--- config.mk ---
export PLATFORM = sky130hd
export DESIGN_NAME = fast_pixel_engine
export DESIGN_NICKNAME = d
export VERILOG_FILES = /design/src/rtl/fast_pixel_engine.sv
export SDC_FILE = /design/constraint.sdc
export NUM_CORES = 1
export LEC_CHECK = 0
export CAP_MARGIN = 25
export CELL_PAD_IN_SITES_DETAIL_PLACEMENT = 1
export CELL_PAD_IN_SITES_GLOBAL_PLACEMENT = 1
export CORE_UTILIZATION = 47
export DETAILED_ROUTE_END_ITERATION = 10
export GPL_TIMING_DRIVEN = 0
export HOLD_SLACK_MARGIN = 0.1
export PLACE_DENSITY_LB_ADDON = 0.1
export SLEW_MARGIN = 5
export SYNTH_ARGS = -nofsm -noshare
export SYNTH_HDL_FRONTEND = slang
export SYNTH_SLANG_ARGS = --single-unit
export TNS_END_PERCENT = 10
--- constraint.sdc ---
create_clock -name clk -period 3.92 [get_ports clk]
set_clock_uncertainty 0.15 [all_clocks]
set_input_delay 0.784 -clock clk [delete_from_list [all_inputs] [get_ports clk]]
set_output_delay 0.784 -clock clk [all_outputs]
set_load 0.005 [all_outputs]
--- src/rtl/fast_pixel_engine.sv ---
// FAST-9 segment-test engine: fetches a 16-pixel Bresenham circle per column,
// classifies bright/dark against the centre and scans for a contiguous arc.
module fast_pixel_engine #(
  parameter int WIDTH   = 400,
  parameter int PIX_W   = 8,
  parameter int ARC_LEN = 9
) (
  input  logic                     clk,
  input  logic                     n_rst,
  input  logic                     fast_start,
  input  logic [PIX_W-1:0]         threshold,
  output logic                     rd_en,
  output logic [2:0]               rd_row,
  output logic [$clog2(WIDTH)-1:0] rd_col,
  input  logic [PIX_W-1:0]         rd_data,
  output logic                     fast_done_flag,
  output logic                     is_corner,
  output logic [$clog2(WIDTH)-1:0] corner_x,
  output logic                     row_done
);

  localparam int CW = $clog2(WIDTH);
  localparam logic [4:0] ARC = 5'(ARC_LEN);

  typedef enum logic [1:0] {IDLE, FETCH, EVAL, DONE} state_t;

  state_t           state;
  logic [CW-1:0]    col;
  logic [4:0]       cnt;
  logic [PIX_W-1:0] thr;
  logic [PIX_W-1:0] centre;
  logic [15:0]      bright;
  logic [15:0]      dark;
  logic [4:0]       b_run;
  logic [4:0]       d_run;
  logic             corner;

  // {dx, dy} as 3-bit two's complement, circle order k = 0..15
  function automatic logic [5:0] offs(input logic [3:0] k);
    unique case (k)
      4'd0:    offs = {3'b000, 3'b101};
      4'd1:    offs = {3'b001, 3'b101};
      4'd2:    offs = {3'b010, 3'b110};
      4'd3:    offs = {3'b011, 3'b111};
      4'd4:    offs = {3'b011, 3'b000};
      4'd5:    offs = {3'b011, 3'b001};
      4'd6:    offs = {3'b010, 3'b010};
      4'd7:    offs = {3'b001, 3'b011};
      4'd8:    offs = {3'b000, 3'b011};
      4'd9:    offs = {3'b111, 3'b011};
      4'd10:   offs = {3'b110, 3'b010};
      4'd11:   offs = {3'b101, 3'b001};
      4'd12:   offs = {3'b101, 3'b000};
      4'd13:   offs = {3'b101, 3'b111};
      4'd14:   offs = {3'b110, 3'b110};
      default: offs = {3'b111, 3'b101};
    endcase
  endfunction

  logic [5:0]    ofs;
  logic [2:0]    dx;
  logic [2:0]    dy;
  logic [CW-1:0] dxe;
  logic [3:0]    kcap;
  logic [3:0]    ek;
  logic [PIX_W:0] p_ext;
  logic [PIX_W:0] c_ext;
  logic [PIX_W:0] t_ext;
  logic          is_bright;
  logic          is_dark;
  logic [4:0]    b_nxt;
  logic [4:0]    d_nxt;
  logic          hit;
  logic          last;
  logic          border;

  assign ofs  = offs(cnt[3:0]);
  assign dx   = ofs[5:3];
  assign dy   = ofs[2:0];
  assign dxe  = {{(CW-3){dx[2]}}, dx};
  assign kcap = cnt[3:0] - 4'd2;
  assign ek   = cnt[3:0];

  assign p_ext = {1'b0, rd_data};
  assign c_ext = {1'b0, centre};
  assign t_ext = {1'b0, thr};
  assign is_bright = p_ext > (c_ext + t_ext);
  assign is_dark   = (p_ext + t_ext) < c_ext;

  assign b_nxt = !bright[ek] ? 5'd0 :
                 (b_run == 5'd31) ? b_run : b_run + 5'd1;
  assign d_nxt = !dark[ek] ? 5'd0 :
                 (d_run == 5'd31) ? d_run : d_run + 5'd1;
  assign hit   = (b_nxt >= ARC) || (d_nxt >= ARC);

  assign last   = col == CW'(WIDTH-1);
  assign border = (col < CW'(3)) || (col > CW'(WIDTH-4));

  always_ff @(posedge clk or negedge n_rst) begin
    if (!n_rst) begin
      state          <= IDLE;
      col            <= '0;
      cnt            <= '0;
      thr            <= '0;
      centre         <= '0;
      bright         <= '0;
      dark           <= '0;
      b_run          <= '0;
      d_run          <= '0;
      corner         <= 1'b0;
      rd_en          <= 1'b0;
      rd_row         <= '0;
      rd_col         <= '0;
      fast_done_flag <= 1'b0;
      is_corner      <= 1'b0;
      corner_x       <= '0;
      row_done       <= 1'b0;
    end else begin
      unique case (state)
        IDLE: begin
          if (fast_start) begin
            thr    <= threshold;
            cnt    <= '0;
            bright <= '0;
            dark   <= '0;
            if (border) begin
              state          <= DONE;
              fast_done_flag <= 1'b1;
              is_corner      <= 1'b0;
              corner_x       <= col;
              row_done       <= last;
            end else begin
              state  <= FETCH;
              rd_en  <= 1'b1;
              rd_row <= 3'd3;
              rd_col <= col;
            end
          end
        end
        FETCH: begin
          cnt <= cnt + 5'd1;
          // cnt here also names the next circle read to issue
          if (cnt <= 5'd15) begin
            rd_en  <= 1'b1;
            rd_row <= 3'd3 + dy;
            rd_col <= col + dxe;
          end else begin
            rd_en  <= 1'b0;
            rd_row <= '0;
            rd_col <= '0;
          end
          if (cnt == 5'd1) begin
            centre <= rd_data;
          end else if (cnt >= 5'd2) begin
            bright[kcap] <= is_bright;
            dark[kcap]   <= is_dark;
          end
          if (cnt == 5'd17) begin
            state  <= EVAL;
            cnt    <= '0;
            b_run  <= '0;
            d_run  <= '0;
            corner <= 1'b0;
          end
        end
        EVAL: begin
          cnt    <= cnt + 5'd1;
          b_run  <= b_nxt;
          d_run  <= d_nxt;
          corner <= corner | hit;
          if (cnt == 5'd23) begin
            state          <= DONE;
            fast_done_flag <= 1'b1;
            is_corner      <= corner | hit;
            corner_x       <= col;
            row_done       <= last;
          end
        end
        DONE: begin
          fast_done_flag <= 1'b0;
          is_corner      <= 1'b0;
          corner_x       <= '0;
          row_done       <= 1'b0;
          col            <= last ? '0 : col + CW'(1);
          state          <= IDLE;
        end
      endcase
    end
  end

endmodule

==> metrics.md, run 1 <==
| Metric | Value |
|---|---|
| Status | complete, no violations |
| I/O pin count | 44 |
| Synthesized flop and latch total | 100 |
| CTS tree | done |
| Rows | 42 |
| Critical Path Start Type | input port |
| YS warnings | 0 |
| Core box area | 0.0133 sq mm |
| Clock Path Buffers | 2 |
| # diodes | 0 |
| Pwr Density | 790 mW/mm^2 |
| ANT nets after route | 0 |
| Mapped Cells | 665 |
| RSZ-0062 raised after global routing | true |
| Headroom to the max-slew limit | 53.6% |
| Root Buffer | clkbuf_16 |
| Worst reg2reg setup slack | 0.25 ns |
| Critical Setup Path Class | in -> reg |
| Layout cell share with drive strength beyond 1 | 11.4% |
| Max cap viols | 0 |
| HPWL Detailed | 12.8 mm |
| Final min period | 3.78 ns |
| Final hold viol count | 0 |
| Post-synth EDFFs | 0 |
| Placed cell area | 0.00713 sq mm |
| Final Util | 57.1% |
| Clock slew at reported path FFs | 0.07 ns |
| Synth Net Count | 746 |
| Crit-path cells | dlymetal6s2s_1 -> ha_2 -> inv_1 -> fa_2 -> nor2b_2 -> o21ai_2 -> a21boi_2 -> o21a_1 -> nor2_1 -> xnor2_1 -> ha_1 -> a21o_1 -> a2111oi_4 -> o211ai_1 -> buf_4 -> o22ai_1 |
| Worst r2r src | cnt[1]$_DFFE_PN0P_ |
| Ratio of final minimum period to clock period | 96.5% |
| Total Routing Usage GR | 26.7% |
| Post-route cell area | 0.00762 sq mm |
| Pre-Repair DR Iteration Count | 4 |
| DRT Wirelength | 17.9 mm |
| Count of cell types in the netlist | 62 |
| Vias in the first global route | 5,839 |
| Critical Path End Type | register |
| Filler Cell Count | 1,491 |
| Worst-path fanout max | 6 |
| H-Tree Depth | 3 |
| Final setup vio count | 0 |
| Seq/Total Area, Yosys | 38.7% |
| Worst EP required | 4.04 ns |
| FFs w/ async S/R, synth | 100% |
| Worst Tran Pin Value | 0.686 ns |
| CTS Sinks | 100 |
| # port buffers | 42 |
| Cell Area, Synth | 0.00646 sq mm |
| Max rail drop VDD | 0.351 mV |
| Final TNS setup | 0 ns |
| Avg WL per Cell | 19.8 um |
| Vias | 5,383 |
| Worst slack, placed | -1.11 ns |
| Largest net degree at the start of global routing | 53 |
| Die height | 119 um |
| Layout net count | 807 |
| Critical Path Source | rd_data[0] |
| Worst EP arrival | 3.91 ns |
| Setup ws final | 0.135 ns |
| GRT overflow | 0 |
| Post-Syn Area per Cell | 9.71 sq um |
| Initial antenna violation count | 0 |
| Latest clock arrival within the worst-skew pair | 0.35 ns |
| Highest Clock Rate | 264 MHz |
| Hold slack | 0.297 ns |
| Post-synth top flop | dfrtp_1 |
| Hold-fix buffers, CTS | 0 |
| Clock buffer count from CTS | 9 |
| Initial DRC Count | 282 |
| Layout area overhead | 18.0% |
| GP Congestion | 0.869 |
| HP Class | in -> async |
| Die area | 0.0142 sq mm |
| DRC viols | 0 |
| Avg Vias per Cell | 5.93 |
| Fin. max-slew vios | 0 |
| Initial Util | 48.4% |
| LEAKAGE | 3.35 nW |
| Slowest-stage cell, CP | fa_2 |
| Die width | 119 um |
| CP peak stage delay | 0.39 ns |
| First-pass GRT wire length | 29.7 mm |
==> timing repair <==
action | CTS | global route
buffers inserted | 3 | 3
resized for setup | 18 | 14
cloned | 1 | 0
pin swaps | 5 | 9
endpoints found under the setup margin | 28 | 28
==> area by class of cell <==
type / instances / area, sq um / share of cell area [%]
buffer: 27 / 146 / 1.92
clock buffer: 12 / 267 / 3.50
clock inverter: 4 / 55.1 / 0.722
inverter: 51 / 191 / 2.51
multi-input combinational: 487 / 3730 / 49.0
sequential: 100 / 2500 / 32.9
tap: 176 / 220 / 2.89
timing repair buffer: 50 / 505 / 6.63
==> layout by cell type, fill, tap and decap left out, types with 15 or more instances in the layout <==
| master | count |
|---|---|
| o2bb2ai_1 | 17 |
| nor2_1 | 23 |
| xnor2_1 | 17 |
| a21oi_1 | 30 |
| clkdlybuf4s50_1 | 38 |
| nand2_1 | 67 |
| a21o_1 | 20 |
| o22ai_1 | 15 |
| mux2_2 | 17 |
| ha_1 | 57 |
| clkbuf_1 | 16 |
| inv_1 | 49 |
| dfrtp_1 | 99 |
| o21ai_0 | 29 |
==> synth_stat cells, types with 8 or more instances <==
library cell  number  area share [%]
o22ai_1           17             1.6
and3_1            11             1.1
o21ai_1           11            0.85
inv_1             49             2.8
nor3_1             8            0.62
nand2b_1          11             1.1
mux2_2            17             3.0
o21ai_0           29             2.2
a21o_1            20             2.3
nand3_1           10            0.77
dfrtp_1          100              39
nor2_1            23             1.3
a21oi_1           31             2.4
a31oi_1            9            0.87
nand2_1           67             3.9
xor2_1             9             1.2
o2bb2ai_1         18             2.4
clkbuf_1          18             1.0
xnor2_1           17             2.3
nor2b_1           12             1.2
mux2i_1           10             1.5
ha_1              59              11
o21a_1            12             1.4
o221ai_1           9             1.2
o31ai_1           12             1.4
==> critical path, delay by kind of cell <==
family | cells | cell delay [ns]
compound gates | 7 | 1.44
xor+xnor | 1 | 0.19
fa+ha+maj | 3 | 0.87
buf+inv | 3 | 0.43
simple gates | 2 | 0.20
==> registers in the layout (all words and copies together) (netlist names) <==
name,count
bright,16
dark,16
col,9
corner_x,9
rd_col,9
centre,8
thr,8
b_run,5
cnt,5
d_run,5
rd_row,3
state,2
corner,1
fast_done_flag,1
is_corner,1
rd_en,1
row_done,1
==> path summary, 6_finish.rpt <==
path | to | cells after the start
setup / recovery | dark[8]$_DFFE_PN0P_ | 16
hold / removal | thr[1]$_DFFE_PN0P_ | 1
setup reg to reg | rd_col[7]$_DFFE_PN0P_ | 14
hold reg to reg | corner_x[5]$_DFFE_PN0P_ | 2
max in group asynchronous | cnt[4]$_DFFE_PN0P_ | 2
min in group clk | corner_x[5]$_DFFE_PN0P_ | 2
==> cell families after synthesis <==
family | Yosys count | share of synthesized area (%)
mux | 34 | 7.01
compound gates | 197 | 20.6
xor+xnor | 26 | 3.53
buf+inv | 78 | 4.98
flops | 100 | 38.7
simple gates | 168 | 12.8
fa+ha+maj | 62 | 12.4
==> metrics by stage <==
stage / cells / total power, W
2_1_floorplan: 665 / 0.00380
3_3_place_gp: 883 / 0.00462
3_5_place_dp: 884 / 0.00482
4_1_cts: 904 / 0.00595
5_1_grt: 907 / 0.00650
6_report: 907 / 0.00602
==> per-layer routing <==
metal | wire, um | up-vias | global-route usage, %
met1 | 8120 | 2765 | 34.4
met3 | 475 | 18 | 4.21
li1 | - | 2530 | -
met5 | 0 | - | 0
met4 | 228 | 0 | 7.04
met2 | 9110 | 70 | 46.3
==> power breakdown <==
group	leakage, nW	switching (W)	internal, W	total (W)
registers	1.31	0.000240	0.00129	0.00153
logic	1.88	0.00198	0.00155	0.00354
clock network	0.155	0.000406	0.000551	0.000957
total	3.35	0.00263	0.00339	0.00602
Power figures use the tool's default switching activity.
==> inputs of run 2 (changes only) <==
--- a/config.mk
+++ b/config.mk
@@ -9,6 +9,7 @@
 export CELL_PAD_IN_SITES_DETAIL_PLACEMENT = 1
 export CELL_PAD_IN_SITES_GLOBAL_PLACEMENT = 1
 export CORE_UTILIZATION = 47
+export CTS_CLUSTER_DIAMETER = 120
 export DETAILED_ROUTE_END_ITERATION = 10
 export GPL_TIMING_DRIVEN = 0
 export HOLD_SLACK_MARGIN = 0.1
@@ -17,4 +18,3 @@
 export SYNTH_ARGS = -nofsm -noshare
 export SYNTH_HDL_FRONTEND = slang
 export SYNTH_SLANG_ARGS = --single-unit
-export TNS_END_PERCENT = 10
==> run 2 against run 1 <==
Against the previous run:
- critical path depth is the same
- sequential share of layout area about the same
- power barely moved
- sequential power about the same
- non-clock buffer count did not move
- cell count unchanged
- flip-flop and latch count did not move
- core utilization barely moved
- worst hold slack got worse by 0.0029 ns
- global-route usage about the same
- die area unchanged
- critical path type unchanged
- critical endpoint unchanged
- largest power group unchanged
==> metrics.md, run 2 (synthesized netlist as in run 1, its figures left out) <==
| Metric | Value |
|---|---|
| Critical Path Start Type | input port |
| Clock slew at reported path FFs | 0.07 ns (about the same) |
| Vias in the first global route | 5,842 (+0.051%) |
| Worst-path fanout max | 6 (unchanged) |
| Critical Setup Path Class | in -> reg |
| Die height | 119 um (unchanged) |
| Initial DRC Count | 222 (-21%) |
| Root Buffer | clkbuf_16 |
| HP Class | in -> async |
| Latest clock arrival within the worst-skew pair | 0.35 ns (about the same) |
| Rows | 42 (unchanged) |
| Vias | 5,384 (+0.019%) |
| Filler Cell Count | 1,493 (+0.13%) |
| Highest Clock Rate | 264 MHz (-0.13%) |
| CTS tree | done |
| Total Routing Usage GR | 26.7% (about the same) |
| Worst slack, placed | -1.11 ns (unchanged) |
| # diodes | 0 (unchanged) |
| DRT Wirelength | 17.8 mm (-0.70%) |
| Max rail drop VDD | 0.352 mV (+0.44%) |
| Worst EP required | 4.04 ns (about the same) |
| Critical Path End Type | register |
| Layout area overhead | 18.0% (about the same) |
| Worst r2r src | cnt[1]$_DFFE_PN0P_ |
| Reg2reg end | rd_col[7]$_DFFE_PN0P_ |
| Worst EP arrival | 3.91 ns (about the same) |
| CTS Sinks | 100 (unchanged) |
| LEAKAGE | 3.34 nW (-0.23%) |
| Largest net degree at the start of global routing | 53 (unchanged) |
| H-Tree Depth | 3 (unchanged) |
| Most common cell after layout, fill and taps aside | dfrtp_1 |
| Pre-Repair DR Iteration Count | 6 (+2) |
| First-pass GRT wire length | 29.8 mm (about the same) |
| ANT nets after route | 0 (unchanged) |
| Initial antenna violation count | 0 (unchanged) |
| Final TNS setup | 0 ns (unchanged) |
| Final hold viol count | 0 (unchanged) |
| Die area | 0.0142 sq mm (unchanged) |
| Layout cell share with drive strength beyond 1 | 11.5% (+0.14 points) |
| Die width | 119 um (unchanged) |
| Pwr Density | 789 mW/mm^2 (-0.11%) |
| DRC viols | 0 (unchanged) |
| Fin. max-slew vios | 0 (unchanged) |
| GRT overflow | 0 (unchanged) |
| I/O pin count | 44 (unchanged) |
| Most frequent cells in the layout | dfrtp_1 (99), nand2_1 (67), ha_1 (57), inv_1 (49), clkdlybuf4s50_1 (38) |
| Final setup vio count | 0 (unchanged) |
| Max cap viols | 0 (unchanged) |
| Avg Vias per Cell | 5.94 (about the same) |
| Worst reg2reg setup slack | 0.25 ns (about the same) |
| Reg2reg path depth | 14 (unchanged) |
| Clock Path Buffers | 2 (unchanged) |
| Setup ws final | 0.131 ns (-0.00479 ns) |
| Clock buffer count from CTS | 9 (unchanged) |
| Headroom to the max-slew limit | 52.8% (-0.79 points) |
| GP Congestion | 0.869 (unchanged) |
| Final min period | 3.79 ns (+0.00479 ns) |
| Core box area | 0.0133 sq mm (unchanged) |
| Worst Tran Pin Value | 0.697 ns (+0.0117 ns) |
| Largest regs | bright (16), dark (16) |
| Status | complete, no violations |
| Avg WL per Cell | 19.6 um (-0.70%) |
| Layout net count | 807 (unchanged) |
| # port buffers | 42 (unchanged) |
| Ratio of final minimum period to clock period | 96.7% (+0.12 points) |
| HPWL Detailed | 12.8 mm (unchanged) |
| RSZ-0062 raised after global routing | true |
| Initial Util | 48.4% (unchanged) |
## run 2: cell count changes in the layout (fill, tap and decap cells not counted)
cell             delta
dlymetal6s2s_1      -1
o2bb2ai_2           +1
o2bb2ai_1           -1
clkdlybuf4s15_1     +1
## run 2: worst max-delay path: stages
cell	delay, ns
clkdlybuf4s15_1	0.20
ha_2	0.19
inv_1	0.06
fa_2	0.41
nor2b_2	0.14
o21ai_2	0.08
a21boi_2	0.19
o21a_1	0.13
nor2_1	0.05
xnor2_1	0.18
ha_1	0.28
a21o_1	0.19
a2111oi_4	0.31
o211ai_1	0.29
buf_4	0.25
o22ai_1	0.17
## run 2: cell type report
type                    instances  area [sq um]  area share [%]
repair buffers                 50           503            6.60
inverters                      51           191            2.51
well taps                     176           220            2.89
flip-flops and latches        100          2500            32.8
clock inverters                 4          55.1           0.722
multi-input cells             487          3740            49.0
plain buffers                  27           146            1.92
clock buffers                  12           267            3.50
## run 2: worst max-delay path by stage
stage | depth (start not counted) | end | startpoint
2_1_floorplan | 15 | dark[10]$_DFFE_PN0P_ | rd_data[0]
3_3_place_gp | 1 | b_run[4]$_DFFE_PN0P_ | n_rst
3_5_place_dp | 16 | dark[11]$_DFFE_PN0P_ | rd_data[0]
4_1_cts | 15 | dark[8]$_DFFE_PN0P_ | rd_data[1]
5_1_grt | 16 | dark[8]$_DFFE_PN0P_ | rd_data[0]
6_report | 16 | dark[8]$_DFFE_PN0P_ | rd_data[0]
## run 2: what timing repair did
action                     4_1_cts  5_1_grt
pin swaps                        9        6
resized for setup               21       13
gates cloned                     1        0
setup endpoints to repair       28       28
hold buffers                     0        0
setup buffers                    5        1
## run 2: layer usage
metal / global-route usage [%] / part of all wire, % / routed length [um]
met1: 34.4 / 46 / 8110
met2: 46.4 / 50 / 8970
met3: 4.21 / 2.8 / 496
met4: 7.04 / 1.3 / 232
met5: 0 / 0 / 0
## run 2: metrics by stage
stage               hold slack [ns]  std cells  power, W  utilization (%)  instance area (sq um)
floorplan                     0.301        665   0.00380                -                   6460
global placement              0.313        883   0.00462             53.2                   7100
detailed placement            0.326        884   0.00482             53.4                   7130
CTS                           0.326        906   0.00597             56.7                   7570
global route                  0.353        907   0.00650             57.1                   7620
finish                        0.294        907   0.00602             57.1                   7620
## run 2: power breakdown
group	internal, W	total [W]	switching [W]
clock	0.000551	0.000958	0.000407
sequential	0.00129	0.00153	0.000239
combinational	0.00155	0.00353	0.00198
